===== config.mk =====
export PLATFORM = sky130hd
export DESIGN_NAME = de_pipe_reg_flat
export DESIGN_NICKNAME = d
export VERILOG_FILES = /design/src/rtl/de_pipe_reg_if.sv /design/src/rtl/de_pipe_reg.sv /design/src/flat_wrapper.sv
export SDC_FILE = /design/constraint.sdc
export NUM_CORES = 1
export LEC_CHECK = 0
export CAP_MARGIN = 20
export CORE_AREA = 4 4 185 187
export DETAILED_ROUTE_END_ITERATION = 6
export DIE_AREA = 0 0 189 191
export PLACE_DENSITY = 0.71
export REMOVE_ABC_BUFFERS = 1
export SLEW_MARGIN = 10
export SYNTH_ARGS = -nofsm -noshare
export SYNTH_HDL_FRONTEND = slang
export SYNTH_SLANG_ARGS = --single-unit

===== constraint.sdc =====
create_clock -name clk_i -period 31.5 [get_ports clk_i]
set_input_delay 9.45 -clock clk_i [delete_from_list [all_inputs] [get_ports clk_i]]
set_output_delay 9.45 -clock clk_i [all_outputs]
set_load 0.1 [all_outputs]

===== src/rtl/de_pipe_reg_if.sv =====
// Decode-to-execute field bundle: decode-side inputs and registered DD-stage outputs.
interface de_pipe_reg_if #(
  parameter int unsigned OP_W = 11,
  parameter int unsigned XLEN = 32
);
  logic            D_valid_i;
  logic [XLEN-1:0] D_pc_i;
  logic [31:0]     D_instr_i;
  logic [OP_W-1:0] D_epcode_i;
  logic [4:0]      D_rs1_i;
  logic [4:0]      D_rs2_i;
  logic [4:0]      D_dstE_i;
  logic            D_need_dstE_i;
  logic [XLEN-1:0] D_imm_i;
  logic [XLEN-1:0] D_rs1_val_i;
  logic [XLEN-1:0] D_rs2_val_i;

  logic            DD_valid_o;
  logic [XLEN-1:0] DD_pc_o;
  logic [31:0]     DD_instr_o;
  logic [OP_W-1:0] DD_epcode_o;
  logic [4:0]      DD_rs1_o;
  logic [4:0]      DD_rs2_o;
  logic [4:0]      DD_dstE_o;
  logic            DD_need_dstE_o;
  logic [XLEN-1:0] DD_imm_o;
  logic [XLEN-1:0] DD_rs1_val_o;
  logic [XLEN-1:0] DD_rs2_val_o;

  // Decode stage side: drives D_* fields, observes DD_* fields.
  modport master (
    output D_valid_i, D_pc_i, D_instr_i, D_epcode_i, D_rs1_i, D_rs2_i,
           D_dstE_i, D_need_dstE_i, D_imm_i, D_rs1_val_i, D_rs2_val_i,
    input  DD_valid_o, DD_pc_o, DD_instr_o, DD_epcode_o, DD_rs1_o, DD_rs2_o,
           DD_dstE_o, DD_need_dstE_o, DD_imm_o, DD_rs1_val_o, DD_rs2_val_o
  );

  // Pipeline register side.
  modport slave (
    input  D_valid_i, D_pc_i, D_instr_i, D_epcode_i, D_rs1_i, D_rs2_i,
           D_dstE_i, D_need_dstE_i, D_imm_i, D_rs1_val_i, D_rs2_val_i,
    output DD_valid_o, DD_pc_o, DD_instr_o, DD_epcode_o, DD_rs1_o, DD_rs2_o,
           DD_dstE_o, DD_need_dstE_o, DD_imm_o, DD_rs1_val_o, DD_rs2_val_o
  );
endinterface


===== src/rtl/de_pipe_reg.sv =====
// Decode-to-execute pipeline register with stall/bubble control and
// per-stage event counters for pipeline-efficiency debug.
module de_pipe_reg #(
  parameter int unsigned OP_W      = 11,
  parameter int unsigned XLEN      = 32,
  parameter int unsigned CNT_W     = 32,
  parameter logic [31:0] NOP_INSTR = 32'h0000_0013
) (
  input  logic             clk_i,
  input  logic             rst_i,
  input  logic             D_stall_i,
  input  logic             D_bubble_i,
  input  logic             cnt_clr_i,
  de_pipe_reg_if.slave     dp,
  output logic [CNT_W-1:0] stall_cnt_o,
  output logic [CNT_W-1:0] bubble_cnt_o,
  output logic [CNT_W-1:0] issue_cnt_o
);

  logic load_en;
  assign load_en = !D_bubble_i && !D_stall_i;

  // Bubble outranks stall; stall simply holds every field.
  always_ff @(posedge clk_i or posedge rst_i) begin
    if (rst_i) begin
      dp.DD_valid_o     <= 1'b0;
      dp.DD_pc_o        <= '0;
      dp.DD_instr_o     <= NOP_INSTR;
      dp.DD_epcode_o    <= '0;
      dp.DD_rs1_o       <= '0;
      dp.DD_rs2_o       <= '0;
      dp.DD_dstE_o      <= '0;
      dp.DD_need_dstE_o <= 1'b0;
      dp.DD_imm_o       <= '0;
      dp.DD_rs1_val_o   <= '0;
      dp.DD_rs2_val_o   <= '0;
    end else if (D_bubble_i) begin
      dp.DD_valid_o     <= 1'b0;
      dp.DD_pc_o        <= '0;
      dp.DD_instr_o     <= NOP_INSTR;
      dp.DD_epcode_o    <= '0;
      dp.DD_rs1_o       <= '0;
      dp.DD_rs2_o       <= '0;
      dp.DD_dstE_o      <= '0;
      dp.DD_need_dstE_o <= 1'b0;
      dp.DD_imm_o       <= '0;
      dp.DD_rs1_val_o   <= '0;
      dp.DD_rs2_val_o   <= '0;
    end else if (!D_stall_i) begin
      dp.DD_valid_o     <= dp.D_valid_i;
      dp.DD_pc_o        <= dp.D_pc_i;
      dp.DD_instr_o     <= dp.D_instr_i;
      // Invalid slots must never look like a hazard source downstream.
      dp.DD_epcode_o    <= dp.D_valid_i ? dp.D_epcode_i : '0;
      dp.DD_need_dstE_o <= dp.D_valid_i & dp.D_need_dstE_i;
      dp.DD_rs1_o       <= dp.D_rs1_i;
      dp.DD_rs2_o       <= dp.D_rs2_i;
      dp.DD_dstE_o      <= dp.D_dstE_i;
      dp.DD_imm_o       <= dp.D_imm_i;
      dp.DD_rs1_val_o   <= dp.D_rs1_val_i;
      dp.DD_rs2_val_o   <= dp.D_rs2_val_i;
    end
  end

  always_ff @(posedge clk_i or posedge rst_i) begin
    if (rst_i) begin
      stall_cnt_o  <= '0;
      bubble_cnt_o <= '0;
      issue_cnt_o  <= '0;
    end else if (cnt_clr_i) begin
      stall_cnt_o  <= '0;
      bubble_cnt_o <= '0;
      issue_cnt_o  <= '0;
    end else begin
      if (D_stall_i && !D_bubble_i) stall_cnt_o  <= stall_cnt_o + CNT_W'(1);
      if (D_bubble_i)               bubble_cnt_o <= bubble_cnt_o + CNT_W'(1);
      if (load_en && dp.D_valid_i)  issue_cnt_o  <= issue_cnt_o + CNT_W'(1);
    end
  end

endmodule


===== src/flat_wrapper.sv =====
// flat-port wrapper written by rule: the top's interface ports become plain ports
module de_pipe_reg_flat 
#(
  parameter int unsigned OP_W      = 11,
  parameter int unsigned XLEN      = 32,
  parameter int unsigned CNT_W     = 32,
  parameter logic [31:0] NOP_INSTR = 32'h0000_0013
)
  (clk_i, rst_i, D_stall_i, D_bubble_i, cnt_clr_i, stall_cnt_o, bubble_cnt_o, issue_cnt_o, dp_D_valid_i, dp_D_pc_i, dp_D_instr_i, dp_D_epcode_i, dp_D_rs1_i, dp_D_rs2_i, dp_D_dstE_i, dp_D_need_dstE_i, dp_D_imm_i, dp_D_rs1_val_i, dp_D_rs2_val_i, dp_DD_valid_o, dp_DD_pc_o, dp_DD_instr_o, dp_DD_epcode_o, dp_DD_rs1_o, dp_DD_rs2_o, dp_DD_dstE_o, dp_DD_need_dstE_o, dp_DD_imm_o, dp_DD_rs1_val_o, dp_DD_rs2_val_o);
  de_pipe_reg_if #(.OP_W(OP_W), .XLEN(XLEN)) dp_i ();
  input  logic clk_i;
  input  logic rst_i;
  input  logic D_stall_i;
  input  logic D_bubble_i;
  input  logic cnt_clr_i;
  output logic [CNT_W-1:0] stall_cnt_o;
  output logic [CNT_W-1:0] bubble_cnt_o;
  output logic [CNT_W-1:0] issue_cnt_o;
  input wire logic [$bits(dp_i.D_valid_i)-1:0] dp_D_valid_i;
  input wire logic [$bits(dp_i.D_pc_i)-1:0] dp_D_pc_i;
  input wire logic [$bits(dp_i.D_instr_i)-1:0] dp_D_instr_i;
  input wire logic [$bits(dp_i.D_epcode_i)-1:0] dp_D_epcode_i;
  input wire logic [$bits(dp_i.D_rs1_i)-1:0] dp_D_rs1_i;
  input wire logic [$bits(dp_i.D_rs2_i)-1:0] dp_D_rs2_i;
  input wire logic [$bits(dp_i.D_dstE_i)-1:0] dp_D_dstE_i;
  input wire logic [$bits(dp_i.D_need_dstE_i)-1:0] dp_D_need_dstE_i;
  input wire logic [$bits(dp_i.D_imm_i)-1:0] dp_D_imm_i;
  input wire logic [$bits(dp_i.D_rs1_val_i)-1:0] dp_D_rs1_val_i;
  input wire logic [$bits(dp_i.D_rs2_val_i)-1:0] dp_D_rs2_val_i;
  output wire logic [$bits(dp_i.DD_valid_o)-1:0] dp_DD_valid_o;
  output wire logic [$bits(dp_i.DD_pc_o)-1:0] dp_DD_pc_o;
  output wire logic [$bits(dp_i.DD_instr_o)-1:0] dp_DD_instr_o;
  output wire logic [$bits(dp_i.DD_epcode_o)-1:0] dp_DD_epcode_o;
  output wire logic [$bits(dp_i.DD_rs1_o)-1:0] dp_DD_rs1_o;
  output wire logic [$bits(dp_i.DD_rs2_o)-1:0] dp_DD_rs2_o;
  output wire logic [$bits(dp_i.DD_dstE_o)-1:0] dp_DD_dstE_o;
  output wire logic [$bits(dp_i.DD_need_dstE_o)-1:0] dp_DD_need_dstE_o;
  output wire logic [$bits(dp_i.DD_imm_o)-1:0] dp_DD_imm_o;
  output wire logic [$bits(dp_i.DD_rs1_val_o)-1:0] dp_DD_rs1_val_o;
  output wire logic [$bits(dp_i.DD_rs2_val_o)-1:0] dp_DD_rs2_val_o;
  assign dp_i.D_valid_i = dp_D_valid_i;
  assign dp_i.D_pc_i = dp_D_pc_i;
  assign dp_i.D_instr_i = dp_D_instr_i;
  assign dp_i.D_epcode_i = dp_D_epcode_i;
  assign dp_i.D_rs1_i = dp_D_rs1_i;
  assign dp_i.D_rs2_i = dp_D_rs2_i;
  assign dp_i.D_dstE_i = dp_D_dstE_i;
  assign dp_i.D_need_dstE_i = dp_D_need_dstE_i;
  assign dp_i.D_imm_i = dp_D_imm_i;
  assign dp_i.D_rs1_val_i = dp_D_rs1_val_i;
  assign dp_i.D_rs2_val_i = dp_D_rs2_val_i;
  assign dp_DD_valid_o = dp_i.DD_valid_o;
  assign dp_DD_pc_o = dp_i.DD_pc_o;
  assign dp_DD_instr_o = dp_i.DD_instr_o;
  assign dp_DD_epcode_o = dp_i.DD_epcode_o;
  assign dp_DD_rs1_o = dp_i.DD_rs1_o;
  assign dp_DD_rs2_o = dp_i.DD_rs2_o;
  assign dp_DD_dstE_o = dp_i.DD_dstE_o;
  assign dp_DD_need_dstE_o = dp_i.DD_need_dstE_o;
  assign dp_DD_imm_o = dp_i.DD_imm_o;
  assign dp_DD_rs1_val_o = dp_i.DD_rs1_val_o;
  assign dp_DD_rs2_val_o = dp_i.DD_rs2_val_o;
  de_pipe_reg #(.OP_W(OP_W), .XLEN(XLEN), .CNT_W(CNT_W), .NOP_INSTR(NOP_INSTR)) u_core (.clk_i(clk_i), .rst_i(rst_i), .D_stall_i(D_stall_i), .D_bubble_i(D_bubble_i), .cnt_clr_i(cnt_clr_i), .dp(dp_i), .stall_cnt_o(stall_cnt_o), .bubble_cnt_o(bubble_cnt_o), .issue_cnt_o(issue_cnt_o));
endmodule

## Word-level counts from Yosys, hierarchy flattened

Cells that the tools add are included.

- $add $sub $neg: 3
- Eq/ne operators: 1
- Mux-type cells: 29
- Bitwise logic cells: 1
- Reduce and logical (&&, ||, !) cells: 8

Operators with widths:

| kind | count |
|---|---|
| 2-to-1 mux 32 bit | 16 |
| adder 32 x 1 -> 32 bit (second input constant) | 3 |
| 2-to-1 mux 11 bit | 3 |
| 2-to-1 mux 5 bit | 6 |
| nonzero test 2 bit | 3 |
| 2-to-1 mux 1 bit | 4 |
| logical AND 1 bit | 3 |
| logical NOT 1 bit | 2 |
| != test 2 x 1 -> 1 bit (second input constant) | 1 |
| bitwise AND 1 bit | 1 |

- Bits in registers: 284
- Bits of input ports: 193
- Word-level logic and storage cells: 56

## Logic depth before layout (Yosys ltp)

Gate-level depths: netlist (run 1).

- Depth after elaboration: 5
- Mapped depth: 7
- Mapped depth without buffers: 6

## Least setup slack after synthesis (run 1)

Ideal clock, no wire load.

- Path kind: input to register
- Start: input D_bubble_i
- End: register u_core.issue_cnt_o[14]
- Setup time: 132 ps
- Arrival time: 10789 ps
- Setup slack: 20580 ps
- Cell stages on the path: 7
- Path through: nor3b_1 -> buf_6 -> nand4_4 -> buf_2 -> nor4_1 -> xnor2_1 -> nor2_1

- Word-level cells in the longest chain between the ends: 4

Ends and longest elaborated chain:

| item | line | source |
|---|---|---|
| start: declaration | flat_wrapper.sv:14 | `input logic D_bubble_i;` |
| logical NOT 1 bit | de_pipe_reg.sv:21 | `assign load_en = !D_bubble_i && !D_stall_i;` |
| logical AND 1 bit | de_pipe_reg.sv:21 |  |
| logical AND 1 bit | de_pipe_reg.sv:77 | `if (load_en && dp.D_valid_i) issue_cnt_o <= issue_cnt_o + CNT_W'(1);` |
| nonzero test 2 bit (no line) | - |  |
| end signal: assignment | de_pipe_reg.sv:77 |  |
| end: declaration | de_pipe_reg.sv:17 | `output logic [CNT_W-1:0] issue_cnt_o` |

No other way between the ends.
A chain may end at the register's enable or synchronous reset.

## Final worst setup path (run 1)

- Start: register u_core.dp.DD_instr_o[4]
- End: output dp_DD_instr_o[4]

RTL lines:

| item | line | source |
|---|---|---|
| start: declaration | de_pipe_reg_if.sv:42 | `output DD_valid_o, DD_pc_o, DD_instr_o, DD_epcode_o, DD_rs1_o, DD_rs2_o,` |
| start signal: assignment | de_pipe_reg.sv:52 | `dp.DD_instr_o <= dp.D_instr_i;` |
| end: declaration | flat_wrapper.sv:32 | `output wire logic [$bits(dp_i.DD_instr_o)-1:0] dp_DD_instr_o;` |

No word-level cell between the ends.

==> results.sh, run 1 <==
export IMPL_synth_most_common_cell="dfrtp_1"
export IMPL_drc=0
export IMPL_die_x_um=189
export IMPL_min_from="u_core.dp.DD_valid_o"
export IMPL_grtUsageMet3=0.0612
export IMPL_synth_ff_type="dfrtp_1"
export IMPL_globalRouteTotalUtil=0.211
export IMPL_rsz0062_at_grt="no"
export IMPL_hold_viol=0
export IMPL_yosys_area_share_xor_xnor=0.0628
export IMPL_end_kind="output port"
export IMPL_dieArea_mm2=0.0361
export IMPL_min_period_ns=11.72
export IMPL_synth_fa_ha_area_frac=0.00306
export IMPL_worstPathCellList="clkdlybuf4s50_1"
export IMPL_first_global_vias=9924
export IMPL_synth_ff_latch_count=284
export IMPL_criticalPathCategory="flop to output port"
export IMPL_dpl_hpwl_mm=28.6
export IMPL_synth_edf_count=0
export IMPL_slowest_stage="clkdlybuf4s50_1"
export IMPL_finalMaxSlewViolations=0
export IMPL_synth_top_family_by_area="simple AND/OR/NAND/NOR gates"
export IMPL_die_h_um=191
export IMPL_post_cts_buffers=0
export IMPL_drtAntennaViolNets=0
export IMPL_finalSetupViolCount=0
export IMPL_cts_sinks=284
export IMPL_finalWirelength_mm=39.5
export IMPL_place_gp_congestion=0.854
export IMPL_core_area_mm2=0.0325
export IMPL_antenna_found_initial=8
export IMPL_cts_tree="yes"
export IMPL_io_buffers=476
export IMPL_max_freq_mhz=85.3
export IMPL_num_rows=66
export IMPL_synth_compound_area_frac=0.0156
export IMPL_whs_endpoint="u_core.dp.DD_valid_o"
export IMPL_leakage_nw=8.15
export IMPL_finalNonFillerCells=2021
export IMPL_hold_path_class="flop to flop"
export IMPL_place_area_mm2=0.0174
export IMPL_fin_tns_setup_ns=0
export IMPL_outcome="finished clean"
export IMPL_path_clk_slew_ns=0.06
export IMPL_slowest_delay_ns=1.18
export IMPL_clock_skew_ns=0.0119
export IMPL_ff_latch_area_mm2=0.00711
export IMPL_async_flop_share=1.00
export IMPL_place_ws_ns=19.70
export IMPL_synth_cell_types=45
export IMPL_finalCritPeriodShare=0.372
export IMPL_cts_root_buf="clkbuf_16"
export IMPL_synth_simple_area_share=0.168
export IMPL_r2r_cells=5
export IMPL_drt_pass1_iter_count=4
export IMPL_cp_max_fo=2
export IMPL_clk_path_buf_depth=3
export IMPL_irDropWorstVdd_mv=0.0419
export IMPL_cp_top_family="buffers and inverters"
export IMPL_cp_num_buf_inv=1
export IMPL_synth_top_area_frac=0.573
export IMPL_grt_pass1_wl_mm=60.3
export IMPL_cts_repair_resized=0
export IMPL_synth_top_cells_by_count="dfrtp_1 (281), nor2_1 (278), mux2i_1 (175)"
export IMPL_worst_slew_pin_slew_ns=1.14
export IMPL_insertion_delay_ns=0.56
export IMPL_drive_gt1_frac=0.0579
export IMPL_cts_htree_levels=1
export IMPL_cp_data_required_time_ns=22.05
export IMPL_rr_endpoint="u_core.issue_cnt_o[29]"
export IMPL_synth_area_mm2=0.0123
export IMPL_final_area_mm2=0.0184
export IMPL_worst_slack_ns=19.78
export IMPL_io_pins=477
export IMPL_busiest_layer="met2"
export IMPL_grt_max_degree=136
export IMPL_crit_path_start_kind="flop"
export IMPL_cts_buffers=31
export IMPL_cp_arrival_ns=2.27
export IMPL_syn_area_per_cell_um2=11.3
export IMPL_drt_iter0_drc=440
export IMPL_rrSetupSlack_ns=29.41
export IMPL_grtUsageMet1=0.266
export IMPL_gr_usage_met2=0.353
export IMPL_synth_area_top_cells="dfrtp_1 (57%), mux2i_1 (14%), nor2_1 (8.5%), xnor2_1 (3.2%), xor2_1 (3.1%)"
export IMPL_cts_hold_buf=0
export IMPL_drv_cap=0
export IMPL_fin_nets=1742
export IMPL_avgRoutedWirePerCell_um=19.6
export IMPL_syn_inst=1089
export IMPL_n_fill_cell=2812
export IMPL_yosysTopAreaCell="dfrtp_1"
export IMPL_hold_depth=1
export IMPL_via_per_inst=4.84
export IMPL_dp_cells=1955
export IMPL_relSlewSlack=0.239
export IMPL_syn_to_final_growth_pct=50.0
export IMPL_yosysWarnings=0
export IMPL_multi_input_area_mm2=0.00483
export IMPL_muxShareOfSynthArea=0.143
export IMPL_yosysSeqAreaShare=0.579
export IMPL_finalPower_w=0.000947
export IMPL_overflow=0
export IMPL_initial_core_util=0.378
export IMPL_power_density_mw_per_mm2=51.4
export IMPL_num_vias=9782
export IMPL_worst_r2r_startpoint="u_core.issue_cnt_o[4]"
## sequential cells by signal, indices dropped and copies added, names as in the netlist
signal / count
u_core.dp.DD_rs1_val_o: 32
u_core.stall_cnt_o: 32
u_core.dp.DD_instr_o: 32
u_core.dp.DD_dstE_o: 5
u_core.dp.DD_rs2_val_o: 32
u_core.dp.DD_valid_o: 1
u_core.dp.DD_pc_o: 32
u_core.bubble_cnt_o: 32
u_core.dp.DD_epcode_o: 11
u_core.dp.DD_rs1_o: 5
u_core.dp.DD_rs2_o: 5
u_core.dp.DD_need_dstE_o: 1
u_core.dp.DD_imm_o: 32
u_core.issue_cnt_o: 32
## power breakdown
part | total [W] | internal (W) | switching (W)
clock network | 0.000356 | 0.000206 | 0.000150
logic | 0.000204 | 0.0000585 | 0.000146
registers | 0.000387 | 0.000379 | 0.00000810
total | 0.000947 | 0.000643 | 0.000304
## layout by cell type (no fill, tap or decap), drive strengths merged
| cell | netlist | routed |
|---|---|---|
| clkdlybuf4s50 | 0 | 473 |
| dfrtp | 281 | 281 |
| nor2 | 278 | 278 |
| mux2i | 175 | 175 |
| xnor2 | 45 | 45 |
| clkbuf | 34 | 45 |
| xor2 | 43 | 43 |
| nand3 | 35 | 35 |
| nand4 | 31 | 31 |
| nand2 | 27 | 27 |
| nor3 | 20 | 20 |
| inv | 13 | 14 |
| nor4 | 14 | 14 |
| buf | 27 | 13 |
| a22o | 12 | 12 |
| clkinv | 0 | 11 |
| diode | 0 | 8 |
| and4 | 8 | 8 |
| and3 | 7 | 7 |
| o21ai | 5 | 5 |
| nor2b | 5 | 5 |
| a21oi | 4 | 4 |
| or3 | 4 | 4 |
| a211o | 3 | 3 |
| ha | 3 | 3 |
| dfstp | 3 | 3 |
| and2 | 2 | 2 |
| nor3b | 2 | 2 |
| nand3b | 1 | 1 |
| nand4b | 1 | 1 |
| or4 | 1 | 1 |
| nor4b | 1 | 1 |
| a21o | 1 | 1 |
| or2 | 1 | 1 |
| o31ai | 1 | 1 |
| bufinv | 0 | 1 |
## worst max path at each step
| stage | startpoint | to | slack, ns | cells past startpoint |
|---|---|---|---|---|
| floorplan | rst_i | u_core.bubble_cnt_o[0] | 14.22 | 1 |
| global placement | rst_i | u_core.stall_cnt_o[5] | 19.73 | 3 |
| detailed placement | rst_i | u_core.dp.DD_epcode_o[6] | 19.70 | 3 |
| CTS | u_core.dp.DD_instr_o[4] | dp_DD_instr_o[4] | 19.73 | 1 |
| global route | u_core.issue_cnt_o[2] | issue_cnt_o[2] | 19.72 | 1 |
| finish | u_core.dp.DD_instr_o[4] | dp_DD_instr_o[4] | 19.78 | 1 |
## through the flow
| stage | hold WS (ns) | utilization |
|---|---|---|
| after floorplan | 0.840 | - |
| after global placement | 0.498 | 0.536 |
| after detailed placement | 0.469 | 0.536 |
| after CTS | 0.495 | 0.567 |
| after global routing | 0.513 | 0.567 |
| final | 0.497 | 0.567 |
## layout make-up
class	instances	area share
sequential	284	0.386
tap	442	0.0300
inverter	13	0.00306
clock inverter	13	0.00571
antenna	8	0.00109
clock buffer	45	0.0488
timing repair buffer	486	0.263
multi-input combinational	730	0.262
## cell families after synthesis
group,Yosys count
buffers and inverters,75
adders and majority gates,3
DFF,284
muxes,175
AOI/OAI and AO/OA,26
xor gates and xnor gates,88
and+or+nand+nor,438
## metal layers
metal / part of all wire / up-vias / wire, um
li1: - / 4600 / -
met1: 0.40 / 4777 / 16000
met5: 0 / - / 0
met2: 0.49 / 348 / 19400
met4: 0.025 / 0 / 984
met3: 0.080 / 57 / 3160
(Power assumes the default switching activity.)
==> run 2, diff against run 1 <==
--- a/config.mk
+++ b/config.mk
@@ -6,10 +6,10 @@
 export NUM_CORES = 1
 export LEC_CHECK = 0
 export CAP_MARGIN = 20
-export CORE_AREA = 4 4 185 187
+export CORE_AREA = 4 4 183 185
 export DETAILED_ROUTE_END_ITERATION = 6
-export DIE_AREA = 0 0 189 191
-export PLACE_DENSITY = 0.71
+export DIE_AREA = 0 0 187 189
+export PLACE_DENSITY = 0.72
 export REMOVE_ABC_BUFFERS = 1
 export SLEW_MARGIN = 10
 export SYNTH_ARGS = -nofsm -noshare
==> constraint.sdc (replaced) <==
create_clock -name clk_i -period 11 [get_ports clk_i]
set_input_delay 3.3 -clock clk_i [delete_from_list [all_inputs] [get_ports clk_i]]
set_output_delay 3.3 -clock clk_i [all_outputs]
set_load 0.1 [all_outputs]
==> results.sh, run 2 (same netlist as run 1, synthesis figures left out) <==
export IMPL_cts_htree_levels=1
export IMPL_power_density_mw_per_mm2=148
export IMPL_drt_pass1_iter_count=4
export IMPL_num_rows=66
export IMPL_dp_cells=1922
export IMPL_cts_tree="yes"
export IMPL_final_common_cell="clkdlybuf4s50_1"
export IMPL_slowest_stage="clkdlybuf4s50_1"
export IMPL_drv_cap=0
export IMPL_cts_buffers=31
export IMPL_grt_pass1_wl_mm=61.5
export IMPL_finalSetupViolCount=0
export IMPL_cts_hold_buf=0
export IMPL_io_buffers=476
export IMPL_die_x_um=187
export IMPL_combPwrFrac=0.215
export IMPL_criticalPathCategory="flop to output port"
export IMPL_path_clk_slew_ns=0.06
export IMPL_cp_data_required_time_ns=7.70
export IMPL_crit_path_start_kind="flop"
export IMPL_startpoint="u_core.dp.DD_instr_o[4]"
export IMPL_fin_nets=1744
export IMPL_pwr_share_seq=0.406
export IMPL_cp_max_fo=2
export IMPL_p_int_w=0.00187
export IMPL_finalCritPeriodShare=0.508
export IMPL_cts_root_buf="clkbuf_16"
export IMPL_via_per_inst=4.96
export IMPL_overflow=0
export IMPL_end_kind="output port"
export IMPL_cp_num_buf_inv=1
export IMPL_finalWirelength_mm=39.7
export IMPL_irDropWorstVdd_mv=0.110
export IMPL_outcome="finished clean"
export IMPL_post_cts_buffers=0
export IMPL_cp_arrival_ns=2.29
export IMPL_place_gp_congestion=0.870
export IMPL_power_frac_clock=0.380
export IMPL_cp_top_family="buffers and inverters"
export IMPL_initial_core_util=0.383
export IMPL_layout_common_cells="clkdlybuf4s50_1 (473), dfrtp_1 (281), nor2_1 (278), mux2i_1 (175), xnor2_1 (45)"
export IMPL_core_area_mm2=0.0320
export IMPL_rsz0062_at_grt="no"
export IMPL_finalNonFillerCells=1988
export IMPL_antenna_found_initial=9
export IMPL_cts_sinks=284
export IMPL_dieArea_mm2=0.0353
export IMPL_relSlewSlack=0.249
export IMPL_grt_max_degree=147
export IMPL_p_switching_w=0.000861
export IMPL_worst_r2r_startpoint="u_core.issue_cnt_o[5]"
export IMPL_max_freq_mhz=179
export IMPL_hold_viol=0
export IMPL_final_util=0.575
export IMPL_cts_repair_resized=0
export IMPL_min_from="u_core.dp.DD_valid_o"
export IMPL_num_vias=9857
export IMPL_min_period_ns=5.59
export IMPL_clock_skew_ns=0.0115
export IMPL_io_pins=477
export IMPL_clk_path_buf_depth=3
export IMPL_dpl_hpwl_mm=28.7
export IMPL_globalRouteTotalUtil=0.217
export IMPL_first_global_vias=10100
export IMPL_drtAntennaViolNets=0
export IMPL_insertion_delay_ns=0.55
export IMPL_finalMaxSlewViolations=0
export IMPL_hold_path_class="flop to flop"
export IMPL_drt_iter0_drc=512
export IMPL_slowest_delay_ns=1.21
export IMPL_syn_to_final_growth_pct=50.2
export IMPL_avgRoutedWirePerCell_um=20.0
export IMPL_drc=0
export IMPL_worst_slew_pin_slew_ns=1.12
export IMPL_worstPathCellList="clkdlybuf4s50_1"
export IMPL_drive_gt1_frac=0.0573
export IMPL_switching_share=0.315
export IMPL_die_h_um=189
export IMPL_leakage_nw=8.18
run 2: cell count changes in the layout (fill, tap and decap cells not counted), sizes merged:
cell,before,now
inv,14,13
clkinvlp,0,1
diode,8,9
buf,13,15
clkinv,11,4
clkbuf,45,50
run 2: stage by stage:
step,hold WS (ns),TNS [ns],cell area [um^2],worst slack (ns),power (W)
floorplan,0.840,-36.71,12000,-0.131,0.00150
global placement,0.486,0,17400,5.55,0.00171
detailed placement,0.475,0,17400,5.51,0.00172
CTS,0.508,0,18400,5.39,0.00276
global route,0.535,0,18400,5.36,0.00283
finish,0.502,0,18400,5.41,0.00273
run 2: routing by layer:
layer / track usage / share of wire
met4: 0.0700 / 0.027
met2: 0.364 / 0.49
met5: 0 / 0
met1: 0.273 / 0.41
met3: 0.0640 / 0.077
run 2: final cells by class:
class / count / area, um^2
fill: 2725 / 13600
sequential: 284 / 7110
timing repair buffer: 488 / 4890
multi-input combinational: 730 / 4820
clock buffer: 50 / 967
tap: 408 / 510
clock inverter: 6 / 57.6
inverter: 13 / 56.3
antenna: 9 / 22.5
run 2: path summary, 6_finish.rpt:
kind | to | slack (ns) | cells after the start
setup reg to reg | u_core.issue_cnt_o[29] | 8.89 | 5
max in group asynchronous | u_core.dp.DD_rs2_val_o[30] | 6.24 | 4
min in group asynchronous | u_core.dp.DD_imm_o[5] | 3.09 | 2
setup / recovery | dp_DD_instr_o[4] | 5.41 | 1
hold / removal | u_core.dp.DD_valid_o | 0.50 | 1
hold reg to reg | u_core.dp.DD_valid_o | 0.50 | 1
run 2: power by group through the flow:
stage	clock network, W	registers, W	logic (W)
3_3_place_gp	0	0.00113	0.000585
3_5_place_dp	0	0.00113	0.000588
5_1_grt	0.00111	0.00111	0.000610
4_1_cts	0.00107	0.00111	0.000589
2_1_floorplan	0	0.00142	0.0000769
6_report	0.00104	0.00111	0.000587
